===== config.mk =====
export PLATFORM = sky130hd
export DESIGN_NAME = sck_burst_ctrl
export DESIGN_NICKNAME = d
export VERILOG_FILES = /design/src/rtl/sck_pkg.sv /design/src/rtl/sck_halfcnt.sv /design/src/rtl/sck_burst_ctrl.sv
export SDC_FILE = /design/constraint.sdc
export NUM_CORES = 1
export LEC_CHECK = 0
export CORE_ASPECT_RATIO = 1.2
export CORE_MARGIN = 8
export CORE_UTILIZATION = 40
export CTS_BUF_LIST = sky130_fd_sc_hd__clkbuf_4 sky130_fd_sc_hd__clkbuf_8
export CTS_CLUSTER_DIAMETER = 40
export DETAILED_ROUTE_END_ITERATION = 8
export HOLD_SLACK_MARGIN = 0.03
export PLACE_DENSITY = 0.65
export SLEW_MARGIN = 30
export SYNTH_ARGS = -nofsm -noshare
export SYNTH_HDL_FRONTEND = slang
export SYNTH_SLANG_ARGS = --single-unit

===== constraint.sdc =====
create_clock -name i_clk -period 4.2 [get_ports i_clk]
set_input_delay 0.63 -clock i_clk [delete_from_list [all_inputs] [get_ports i_clk]]
set_output_delay 0.63 -clock i_clk [all_outputs]
set_load 0.02 [all_outputs]

===== src/rtl/sck_pkg.sv =====
// sck_pkg: shared state encoding, DDR word constants and width defaults for the SCK sequencer
package sck_pkg;
  localparam int DEF_LGCOUNT = 8;
  localparam int DEF_LGDIV = 4;
  typedef enum logic {IDLE, RUN} state_t;
  // Words are written relative to cpol=0 and xor'ed with the idle level.
  localparam logic [1:0] W_IDLE = 2'b00;
  localparam logic [1:0] W_FULL = 2'b10;
  localparam logic [1:0] W_HIGH = 2'b11;
  function automatic logic [1:0] ddr_word(input logic [1:0] w, input logic cpol);
    return w ^ {2{cpol}};
  endfunction
endpackage


===== src/rtl/sck_halfcnt.sv =====
// sck_halfcnt: reload counter timing one SCK half-period in i_clk cycles
//  i_clk, i_reset_n : clock, async active-low reset
//  i_load           : restart a half-period of i_div cycles
//  i_div            : half-period length; 0 bypasses the counter
//  o_tick           : current cycle is the last of the half-period
module sck_halfcnt import sck_pkg::*; #(
  parameter int LGDIV = DEF_LGDIV
) (
  input  logic             i_clk,
  input  logic             i_reset_n,
  input  logic             i_load,
  input  logic [LGDIV-1:0] i_div,
  output logic             o_tick
);
  logic [LGDIV-1:0] cnt;
  always_ff @(posedge i_clk or negedge i_reset_n)
    if (!i_reset_n) cnt <= '0;
    else if (i_load) cnt <= i_div - LGDIV'(1);
    else if (cnt != '0) cnt <= cnt - LGDIV'(1);
  assign o_tick = (i_div == '0) || (cnt == '0);
endmodule


===== src/rtl/sck_burst_ctrl.sv =====
// sck_burst_ctrl: sequences the 2-bit DDR SCK pad word for N-period bursts with edge strobes
//  i_clk, i_reset_n           : clock (also pad DDR clock), async active-low reset
//  i_cfg_wr/i_cfg_cpol/i_cfg_div : idle-time config of idle level and half-period divider
//  i_stb, i_cycles            : start a burst of i_cycles SCK periods when idle
//  o_busy, o_done             : burst in progress, one-cycle completion pulse
//  o_ddr                      : [1] first-half level, [0] second-half level
//  o_lead, o_trail            : word contains a leading / trailing SCK edge
module sck_burst_ctrl import sck_pkg::*; #(
  parameter int               LGCOUNT     = DEF_LGCOUNT,
  parameter int               LGDIV       = DEF_LGDIV,
  parameter logic [LGDIV-1:0] DEFAULT_DIV = '0
) (
  input  logic               i_clk,
  input  logic               i_reset_n,
  input  logic               i_cfg_wr,
  input  logic               i_cfg_cpol,
  input  logic [LGDIV-1:0]   i_cfg_div,
  input  logic               i_stb,
  input  logic [LGCOUNT-1:0] i_cycles,
  output logic               o_busy,
  output logic [1:0]         o_ddr,
  output logic               o_lead,
  output logic               o_trail,
  output logic               o_done
);
  state_t state, state_n;
  logic cpol, cpol_n, phase, phase_n, hc_load, hc_tick;
  logic [LGDIV-1:0] div, div_n;
  logic [LGCOUNT-1:0] cnt, cnt_n;
  logic [1:0] ddr_n;
  logic lead_n, trail_n, done_n;
  sck_halfcnt #(.LGDIV(LGDIV)) u_halfcnt (
    .i_clk(i_clk), .i_reset_n(i_reset_n), .i_load(hc_load), .i_div(div_n), .o_tick(hc_tick)
  );
  always_ff @(posedge i_clk or negedge i_reset_n)
    if (!i_reset_n) begin
      state <= IDLE;
      cpol <= 1'b0;
      div <= DEFAULT_DIV;
      cnt <= '0;
      phase <= 1'b0;
      o_ddr <= W_IDLE;
      o_lead <= 1'b0;
      o_trail <= 1'b0;
      o_done <= 1'b0;
    end else begin
      state <= state_n;
      cpol <= cpol_n;
      div <= div_n;
      cnt <= cnt_n;
      phase <= phase_n;
      o_ddr <= ddr_n;
      o_lead <= lead_n;
      o_trail <= trail_n;
      o_done <= done_n;
    end
  // cnt holds the periods left including the one on the pad; phase 0 = active half.
  always_comb begin
    state_n = state;
    cpol_n = cpol;
    div_n = div;
    cnt_n = cnt;
    phase_n = phase;
    ddr_n = ddr_word(W_IDLE, cpol);
    lead_n = 1'b0;
    trail_n = 1'b0;
    done_n = 1'b0;
    hc_load = 1'b0;
    if (state == IDLE) begin
      cpol_n = i_cfg_wr ? i_cfg_cpol : cpol;
      div_n = i_cfg_wr ? i_cfg_div : div;
      ddr_n = ddr_word(W_IDLE, cpol_n);
      if (i_stb && i_cycles == '0) done_n = 1'b1;
      else if (i_stb) begin
        state_n = RUN;
        cnt_n = i_cycles;
        phase_n = 1'b0;
        hc_load = 1'b1;
        ddr_n = ddr_word(div_n == '0 ? W_FULL : W_HIGH, cpol_n);
        lead_n = 1'b1;
        trail_n = div_n == '0;
      end
    end else if (!hc_tick) ddr_n = o_ddr;
    else if (div != '0 && !phase) begin
      phase_n = 1'b1;
      hc_load = 1'b1;
      trail_n = 1'b1;
    end else if (cnt == LGCOUNT'(1)) begin
      state_n = IDLE;
      done_n = 1'b1;
    end else begin
      cnt_n = cnt - LGCOUNT'(1);
      phase_n = 1'b0;
      hc_load = 1'b1;
      ddr_n = ddr_word(div == '0 ? W_FULL : W_HIGH, cpol);
      lead_n = 1'b1;
      trail_n = div == '0;
    end
  end
  assign o_busy = state == RUN;
endmodule

## Word level (Yosys, flattened, before mapping)

Index checks and enable logic that the tools add are counted.

| word-level totals | value |
|---|---|
| register bits after elaboration | 24 |
| output and inout port bits | 6 |
| word-level logic and storage cells | 83 |
| latch bits | 0 |
| memory bits (writable) | 0 |
| memories | 0 |
| bits in read-only memories | 0 |
| bits of input ports | 17 |

| operators by class | value |
|---|---|
| multipliers | 0 |
| bitwise operators | 2 |
| div/mod/pow operators | 0 |
| magnitude comparators | 0 |
| add/sub/neg operators | 3 |
| shift-type cells | 0 |
| equal/unequal tests | 6 |
| reductions and logical operators | 15 |
| mux-type cells | 47 |

Operators with widths:

| kind | count |
|---|---|
| two-way mux 8 bit | 6 |
| two-way mux 1 bit | 31 |
| zero test 4 bit | 4 |
| two-way mux 4 bit | 4 |
| two-way mux 2 bit | 6 |
| == test 8 x 1 -> 1 bit, second input constant | 1 |
| zero test 8 bit | 1 |
| nonzero test 4 bit | 2 |
| subtractor 4 x 1 -> 4 bit, second input constant | 2 |
| subtractor 8 x 1 -> 8 bit, second input constant | 1 |
| != test 2 bit, second input constant | 3 |
| AND reduction 5 bit | 1 |
| AND reduction 4 bit | 1 |
| nonzero test 2 bit | 2 |
| XOR 2 bit | 2 |
| != test 3 bit, second input constant | 1 |
| logical AND 1 bit | 2 |
| != test 2 x 1 -> 1 bit, second input constant | 1 |
| zero test 1 bit | 1 |
| logical OR 1 bit | 1 |

## Depth between registers and ports, before layout

Gate-level depths: netlist of run 1.

| logic depth | value |
|---|---|
| depth after elaboration | 7 |
| gate-level depth with buffers | 9 |
| mapped depth without buffers | 9 |

## By module

From an unflattened synthesis of run 1, not the netlist that was laid out.

| unflattened totals | value |
|---|---|
| cells, all modules | 151 |
| area, all modules | 1466.4 um^2 |

By module, submodules not included:

| module | area an instance (um^2) | cells an instance | times used | sequential area each (um^2) |
|---|---|---|---|---|
| sck_burst_ctrl | 1231.2 | 128 | 1 | 500.5 |
| sck_halfcnt | 235.2 | 23 | 1 | 100.1 |

## Worst setup path after synthesis of run 1

Ideal clock, no wire load.

| path | value |
|---|---|
| path kind | input-to-reg |
| from | in i_cycles[2] |
| to | reg u_halfcnt.cnt[1] |
| required time | 4123 ps |
| library setup time | 77 ps |
| buffers on the path | 0 |
| stages on the path | 7 |
| path slack | 2066 ps |
| data arrival time | 2057 ps |
| cell sequence | nor4_1 -> a21boi_1 -> a31o_4 -> nand2b_1 -> o21ai_0 -> ha_1 -> a21oi_1 |

| on the way | value |
|---|---|
| longest elaborated chain between the ends | 5 |
| elaborated cells on any way between the ends | 6 |
| those cells by class | mux: 3; reduce/logical: 3 |

RTL lines:

| item | RTL line | text |
|---|---|---|
| from (decl) | sck_burst_ctrl.sv:19 | `input logic [LGCOUNT-1:0] i_cycles,` |
| zero test 8 bit (*) | sck_burst_ctrl.sv:73 | `if (i_stb && i_cycles == '0) done_n = 1'b1;` |
| logical AND 1 bit (*) | sck_burst_ctrl.sv:73 |  |
| two-way mux 1 bit (*) | sck_burst_ctrl.sv:73 |  |
| two-way mux 1 bit (*) | sck_burst_ctrl.sv:69 | `if (state == IDLE) begin` |
| two-way mux 4 bit / nonzero test 2 bit (equally long branches) | n/a |  |
| to (signal assigned) | sck_halfcnt.sv:18 | `else if (i_load) cnt <= i_div - LGDIV'(1);` |
| to (signal assigned) | sck_halfcnt.sv:19 | `else if (cnt != '0) cnt <= cnt - LGDIV'(1);` |
| to (decl) | sck_halfcnt.sv:15 | `logic [LGDIV-1:0] cnt;` |

Every way passes the cells marked *; elsewhere a longest branch is shown, timed or not.
A chain may end at the register's enable or synchronous reset.

## Final worst setup path of run 1

Same ends and word-level chain as after synthesis.

==> run metrics, run 1 <==
RSZ-0062 raised after global routing=no; vias post-DR=1282; Total GRT Usage=0.122; Worst Setup End Kind=flop; worst slew pin tran=~0.74 ns; ratio of cells with drive above 1 in the final layout=0.124; setup TNS=0 ns; Post-synth EDFFs=0; drt total wl=roughly 3.6 mm; FILL cells=roughly 350; Resized Gates After CTS=0; vias in the first global route=1292; vias per cell=approximately 6.2; Starting DRT DRC Count=43; htree depth=1; initial antenna violation count=0; first drt pass iteration count=4; Die Ht=slightly above 80 um; Crit-path slowest cell=nor4_1; ant diodes=0; Inst Count DP=approximately 200; CTS tree=yes; row count=24; CP peak stage delay=0.59 ns; post-synth top area share=0.403; global-route wire length before repair=between 5 and 6 mm; Starting Density=0.414; Worst-Skew Late Latency=~0.26 ns; Slew headroom=0.504; fin nets=190; Synth warnings=0; syn nets=167; Routed Antenna Nets=0; LEAKAGE=roughly 0.71 nW; Max Fclk=roughly 380 MHz; Synth area leader=dfrtp_1; Synth Flop Type=dfrtp_1; top-count cell post-synth=dfrtp_1; io pins=23; Required @ worst endpoint=4.38 ns; Setup CP Type=input pin to flop; synthesized instance count=between 100 and 150; flop and latch count out of synthesis=24; R2R Path End=u_halfcnt.cnt[1]$_DFFE_PN0P_; largest net degree at the start of global routing=25; # DRC=0; Placer Congestion=0.833; crit-path cells=clkdlybuf4s50_1 > nor4_1 > a21boi_1 > a31o_4 > nand2b_1 > o21ai_0 > ha_1 > a21oi_1; hold buffer count at cts=0; Power Dens Cells=roughly 800 nW/um^2; Die ar.=5950 sq um; Clock Tree Root=clkbuf_8; VDD IR max=0.287 mV; die width=a little over 70 um; sequential fraction of the synthesis area=0.403; Clk pin slew, worst setup/hold paths=approximately 0.08 ns; Total Power=~1.4 mW; syn_area_per_cell=around 10 sq um; Arrival @ worst endpoint=approximately 2.8 ns; Area Overhead vs Synth=20.1%; R2R depth=6; clk sinks=24; Hold Path Class=input pin to asynchronous set/reset pin; Worst Hold Slack=~0.34 ns; number of cells on the critical path=8; Buf/Inv on CP=1; Slew Viols, Final=0; Syn Std Cell Area=1490 sq um; # Post-CTS Setup Buffers=0; Setup-failing EPs final=0; Post-synth top cells=dfrtp_1 (24), o21ai_0 (9), a21oi_1 (8), o22ai_1 (8); CTS Buffer Depth=2; CORE AREA=3600 sq um; Hold Fails Final Rpt=0; Port Buffer Count=22; CP top delay family=compound AO/OA/AOI/OAI gates; Wirelength per Cell=17.1 um; status=complete, no violations; fin cells=208; gr ovfl total=0; final period utilization=0.628; CP max FO=6; CTS Buf Count=3; setup slack, reg-to-reg=approximately 1.8 ns; post-DP HPWL=roughly 2.8 mm; share of synthesized registers carrying an async set or reset=1.00; Max-Cap Viols=0; Area contributors post-synth=dfrtp_1 (40%), mux2i_1 (4.7%), o22ai_1 (3.4%); Final Skew=around 0.0067 ns; min cycle time layout=2.64 ns; crit start category=input pin; Unique masters post-synth=51; reg2reg start=o_busy$_DFF_PN0_
state kept, by name, indices dropped and copies added, names as in the netlist:
| register | cells |
|---|---|
| o_lead | 1 |
| phase | 1 |
| u_halfcnt.cnt | 4 |
| o_done | 1 |
| cnt | 8 |
| o_ddr | 2 |
| o_busy | 1 |
| div | 4 |
| o_trail | 1 |
| cpol | 1 |
through the flow:
| step | instance area [sq um] | worst slack, ns | utilization |
|---|---|---|---|
| floorplan | 1490 | 2.07 | - |
| CTS | 1790 | 1.59 | 0.497 |
| global placement | 1740 | 1.43 | 0.483 |
| global route | 1790 | 1.27 | 0.497 |
| finish | 1790 | 1.56 | 0.497 |
| detailed placement | 1740 | 1.33 | 0.482 |
layout make-up:
type,instances,area [sq um],area share
multi-input cells,113,846,0.472
flip-flops and latches,24,601,0.335
repair buffers,23,223,0.124
clock buffers,4,55.1,0.0307
well taps,39,48.8,0.0272
inverters,5,18.8,0.0105
layout by cell type, fill, tap and decap left out, types with 2 or more instances in the layout:
cell / instances
a21oi_1: 8
a31oi_1: 2
a32o_1: 2
and2_1: 2
clkbuf_8: 4
clkdlybuf4s50_1: 21
dfrtp_1: 24
ha_1: 3
inv_1: 5
mux2_2: 4
mux2i_1: 7
nand2_1: 7
nand3_1: 2
nand4_1: 2
nor2_1: 6
nor2b_1: 2
nor3_1: 3
nor3b_1: 3
nor4_1: 4
nor4_2: 2
o21ai_0: 9
o21ai_1: 3
o21ai_4: 2
o21bai_1: 2
o22ai_1: 8
o31ai_1: 2
or2_1: 2
or3_1: 2
xnor2_1: 2
xor2_1: 2
report_power, final:
group	leakage, nW	switching [mW]	internal (mW)
Clock	0.0288	0.0705	0.0836
Sequential	0.296	0.135	0.336
Combinational	0.386	0.409	0.368
logic make-up after synthesis:
logic type	count (synthesis)	synth area share
compound gates	52	0.255
xor+xnor	4	0.0235
fa+ha+maj	3	0.0252
buf+inv	10	0.0302
flops	24	0.403
mux	12	0.0847
simple gates	42	0.179
metal layers:
layer / share of wire / up-vias / global-route usage
li1: - / 609 / -
met1: 0.42 / 626 / 0.138
met2: 0.51 / 35 / 0.203
met3: 0.041 / 12 / 0.0264
met4: 0.031 / 0 / 0.0708
met5: 0 / - / 0
worst max path at each step:
stage                 from                      endpoint  slack, ns
2_1_floorplan  i_cycles[2]  u_halfcnt.cnt[1]$_DFFE_PN0P_       2.07
3_3_place_gp      i_cfg_wr  u_halfcnt.cnt[2]$_DFFE_PN0P_       1.43
3_5_place_dp      i_cfg_wr  u_halfcnt.cnt[1]$_DFFE_PN0P_       1.33
4_1_cts           i_cfg_wr  u_halfcnt.cnt[1]$_DFFE_PN0P_       1.59
5_1_grt        i_cycles[7]  u_halfcnt.cnt[1]$_DFFE_PN0P_       1.27
6_report       i_cycles[2]  u_halfcnt.cnt[1]$_DFFE_PN0P_       1.56
No activity file was read; power rests on OpenSTA's default activity.
==> inputs of run 2 (changes only) <==
--- a/config.mk
+++ b/config.mk
@@ -12,7 +12,7 @@
 export CTS_CLUSTER_DIAMETER = 40
 export DETAILED_ROUTE_END_ITERATION = 8
 export HOLD_SLACK_MARGIN = 0.03
-export PLACE_DENSITY = 0.65
+export PLACE_DENSITY = 0.68
 export SLEW_MARGIN = 30
 export SYNTH_ARGS = -nofsm -noshare
 export SYNTH_HDL_FRONTEND = slang
==> constraint.sdc (replaced) <==
create_clock -name i_clk -period 2.2 [get_ports i_clk]
set_input_delay 0.33 -clock i_clk [delete_from_list [all_inputs] [get_ports i_clk]]
set_output_delay 0.33 -clock i_clk [all_outputs]
set_load 0.02 [all_outputs]
==> run metrics, run 2 (synthesized netlist as in run 1, its figures left out) <==
Final Skew=0.00236 ns (was 0.00665 ns); CTS Buf Count=3 (unchanged); P_sw=1.18 mW (was 0.615 mW); # DRC=0 (unchanged); M1 GR Usage=0.132 (was 0.138); Wirelength per Cell=16.6 um (was 17.1 um); Worst-Skew Late Latency=0.26 ns (about the same); min cycle time layout=just over 2 ns; Area Overhead vs Synth=26.8% (was 20.1%); drt total wl=3.63 mm (was 3.57 mm); Required @ worst endpoint=2.39 ns (was 4.38 ns); CTS Buffer Depth=2 (unchanged); vias in the first global route=1369 (was 1292); logic gate share of total power=0.582 (was 0.554); hold buffer count at cts=0 (unchanged); Clock power frac=0.095 (was 0.110); gr ovfl total=0 (unchanged); initial antenna violation count=0 (unchanged); Hold Path Class=input pin to asynchronous set/reset pin (unchanged); Inst Count DP=215 (was 204); fin cells=218 (was 208); largest net degree at the start of global routing=25 (unchanged); setup TNS=0 ns (unchanged); post-DP HPWL=2.79 mm (was 2.76 mm); clk sinks=24 (unchanged); RSZ-0062 raised after global routing=no (unchanged); grt met2 use=0.226 (was 0.203); commonest non-fill, non-tap cell in the layout=dfrtp_1 (unchanged); Placer Congestion=0.827 (was 0.833); crit start category=flop (was input pin); Port Buffer Count=22 (unchanged); Starting DRT DRC Count=47 (was 43); vias post-DR=1313 (was 1282); htree depth=1 (unchanged); Slew Viols, Final=0 (unchanged); R2R depth=7 (was 6); VDD IR max=0.550 mV (was 0.287 mV); fin nets=201 (was 190); Clock Tree Root=clkbuf_8 (unchanged); Arrival @ worst endpoint=2.23 ns (was 2.82 ns); Routed Antenna Nets=0 (unchanged); ratio of cells with drive above 1 in the final layout=0.184 (was 0.124); Final WS setup=0.167 ns (was 1.56 ns); Die Ht=82.9 um (unchanged); first drt pass iteration count=4 (unchanged); dpl ws=-0.174 ns (was 1.33 ns); Starting Density=0.414 (unchanged); Total GRT Usage=0.125 (was 0.122); ant diodes=0 (unchanged); io pins=23 (unchanged); Max Fclk=about 490 MHz; Sw Share=0.437 (was 0.438); worst slew pin tran=0.513 ns (was 0.744 ns); Hold Fails Final Rpt=0 (unchanged); Worst Hold Slack=0.423 ns (was 0.341 ns); Internal Power=1.52 mW (was 0.787 mW); final period utilization=0.924; row count=24 (unchanged); Max-Cap Viols=0 (unchanged); die width=71.7 um (unchanged); reg2reg start=div[0]$_DFF_PN0_ (was o_busy$_DFF_PN0_); global-route wire length before repair=6.04 mm (was 5.94 mm); max FFs per register=8 (unchanged); CP max FO=6 (unchanged); setup slack, reg-to-reg=0.17 ns (was 1.77 ns); Slew headroom=0.658 (was 0.504); R2R Path End=u_halfcnt.cnt[1]$_DFFE_PN0P_ (unchanged); commonest non-fill, non-tap cells in the layout=dfrtp_1 (24), clkdlybuf4s50_1 (22), buf_4 (12), o21ai_0 (9) (was dfrtp_1 (24), clkdlybuf4s50_1 (21), o21ai_0 (9), o22ai_1 (8), a21oi_1 (8)); CORE AREA=3600 sq um (unchanged); Clk pin slew, worst setup/hold paths=0.08 ns (about the same); status=complete, no violations (unchanged); Setup-failing EPs final=0 (unchanged); Most Crowded Layer GR=met2 (unchanged); vias per cell=6.02 (was 6.16); LEAKAGE=0.763 nW (was 0.711 nW); Power Dens Cells=1430 nW/um^2 (was 782 nW/um^2); CTS tree=yes (unchanged); sequential share of power=0.323 (was 0.336); Die ar.=5950 sq um (unchanged); Setup CP Type=flop to flop (was input pin to flop); global routing met3 resource utilization=0.0300 (was 0.0264); Worst Setup End Kind=flop (unchanged); Largest Register=cnt (unchanged); biggest regs=cnt x8, div x4, u_halfcnt.cnt x4 (unchanged)
run 2: changes by cell type in the layout (fill, tap and decap cells not counted), sizes merged:
cell	previous run	this run
clkbuf	4	3
clkdlybuf4s50	21	22
buf	2	12
run 2: power by group through the flow:
stage,registers (mW),logic (mW),clock network [mW]
3_3_place_gp,0.858,1.52,0
6_report,0.873,1.58,0.258
5_1_grt,0.907,1.74,0.281
2_1_floorplan,0.865,1.13,0
4_1_cts,0.859,1.58,0.271
3_5_place_dp,0.865,1.57,0
run 2: worst max-delay path by stage:
stage,from,endpoint,slack [ns]
after floorplan,cnt[1]$_DFFE_PN0P_,u_halfcnt.cnt[1]$_DFFE_PN0P_,0.27
after global placement,i_cycles[2],u_halfcnt.cnt[1]$_DFFE_PN0P_,-0.08
after detailed placement,i_cycles[7],u_halfcnt.cnt[1]$_DFFE_PN0P_,-0.17
after CTS,cnt[1]$_DFFE_PN0P_,u_halfcnt.cnt[1]$_DFFE_PN0P_,0.06
after global routing,div[0]$_DFF_PN0_,u_halfcnt.cnt[1]$_DFFE_PN0P_,0.03
final,div[0]$_DFF_PN0_,u_halfcnt.cnt[1]$_DFFE_PN0P_,0.17
run 2: cell type report:
class,count,area [sq um]
Multi-Input combinational cell,113,872
Sequential cell,24,601
Tap cell,39,48.8
Fill cell,350,1710
Timing Repair Buffer,34,310
Clock buffer,3,41.3
Inverter,5,18.8
run 2: per-layer routing:
layer  routed length, um  up-vias
met5                   0        -
met4                  46        0
met3                 169        5
met2                1880       32
met1                1530      650
li1                    -      626
run 2: what timing repair did:
action                     CTS  global route
buffers inserted             0             0
hold endpoints to repair     0             0
setup endpoints to repair    0             2
gates resized for setup      0             4
run 2: stage by stage:
step	util	cell area, sq um	power, mW
after CTS	0.518	1870	2.71
after floorplan	-	1490	1.99
after detailed placement	0.506	1820	2.44
final	0.525	1890	2.71
after global placement	0.506	1820	2.38
after global routing	0.525	1890	2.93
run 2: worst max-delay path: stages (launching register included):
cell,delay [ns]
dfrtp_1,0.41
nor4_2,0.47
o211ai_1,0.19
a31o_4,0.30
nand2b_1,0.10
o21ai_0,0.09
ha_1,0.30
a21oi_1,0.11
==> inputs of run 3 (changes only) <==
--- a/config.mk
+++ b/config.mk
@@ -5,6 +5,7 @@
 export SDC_FILE = /design/constraint.sdc
 export NUM_CORES = 1
 export LEC_CHECK = 0
+export CAP_MARGIN = 20
 export CORE_ASPECT_RATIO = 1.2
 export CORE_MARGIN = 8
 export CORE_UTILIZATION = 40
==> results of run 3 <==
Final layout, timing and power as in run 2 (identical DEF).
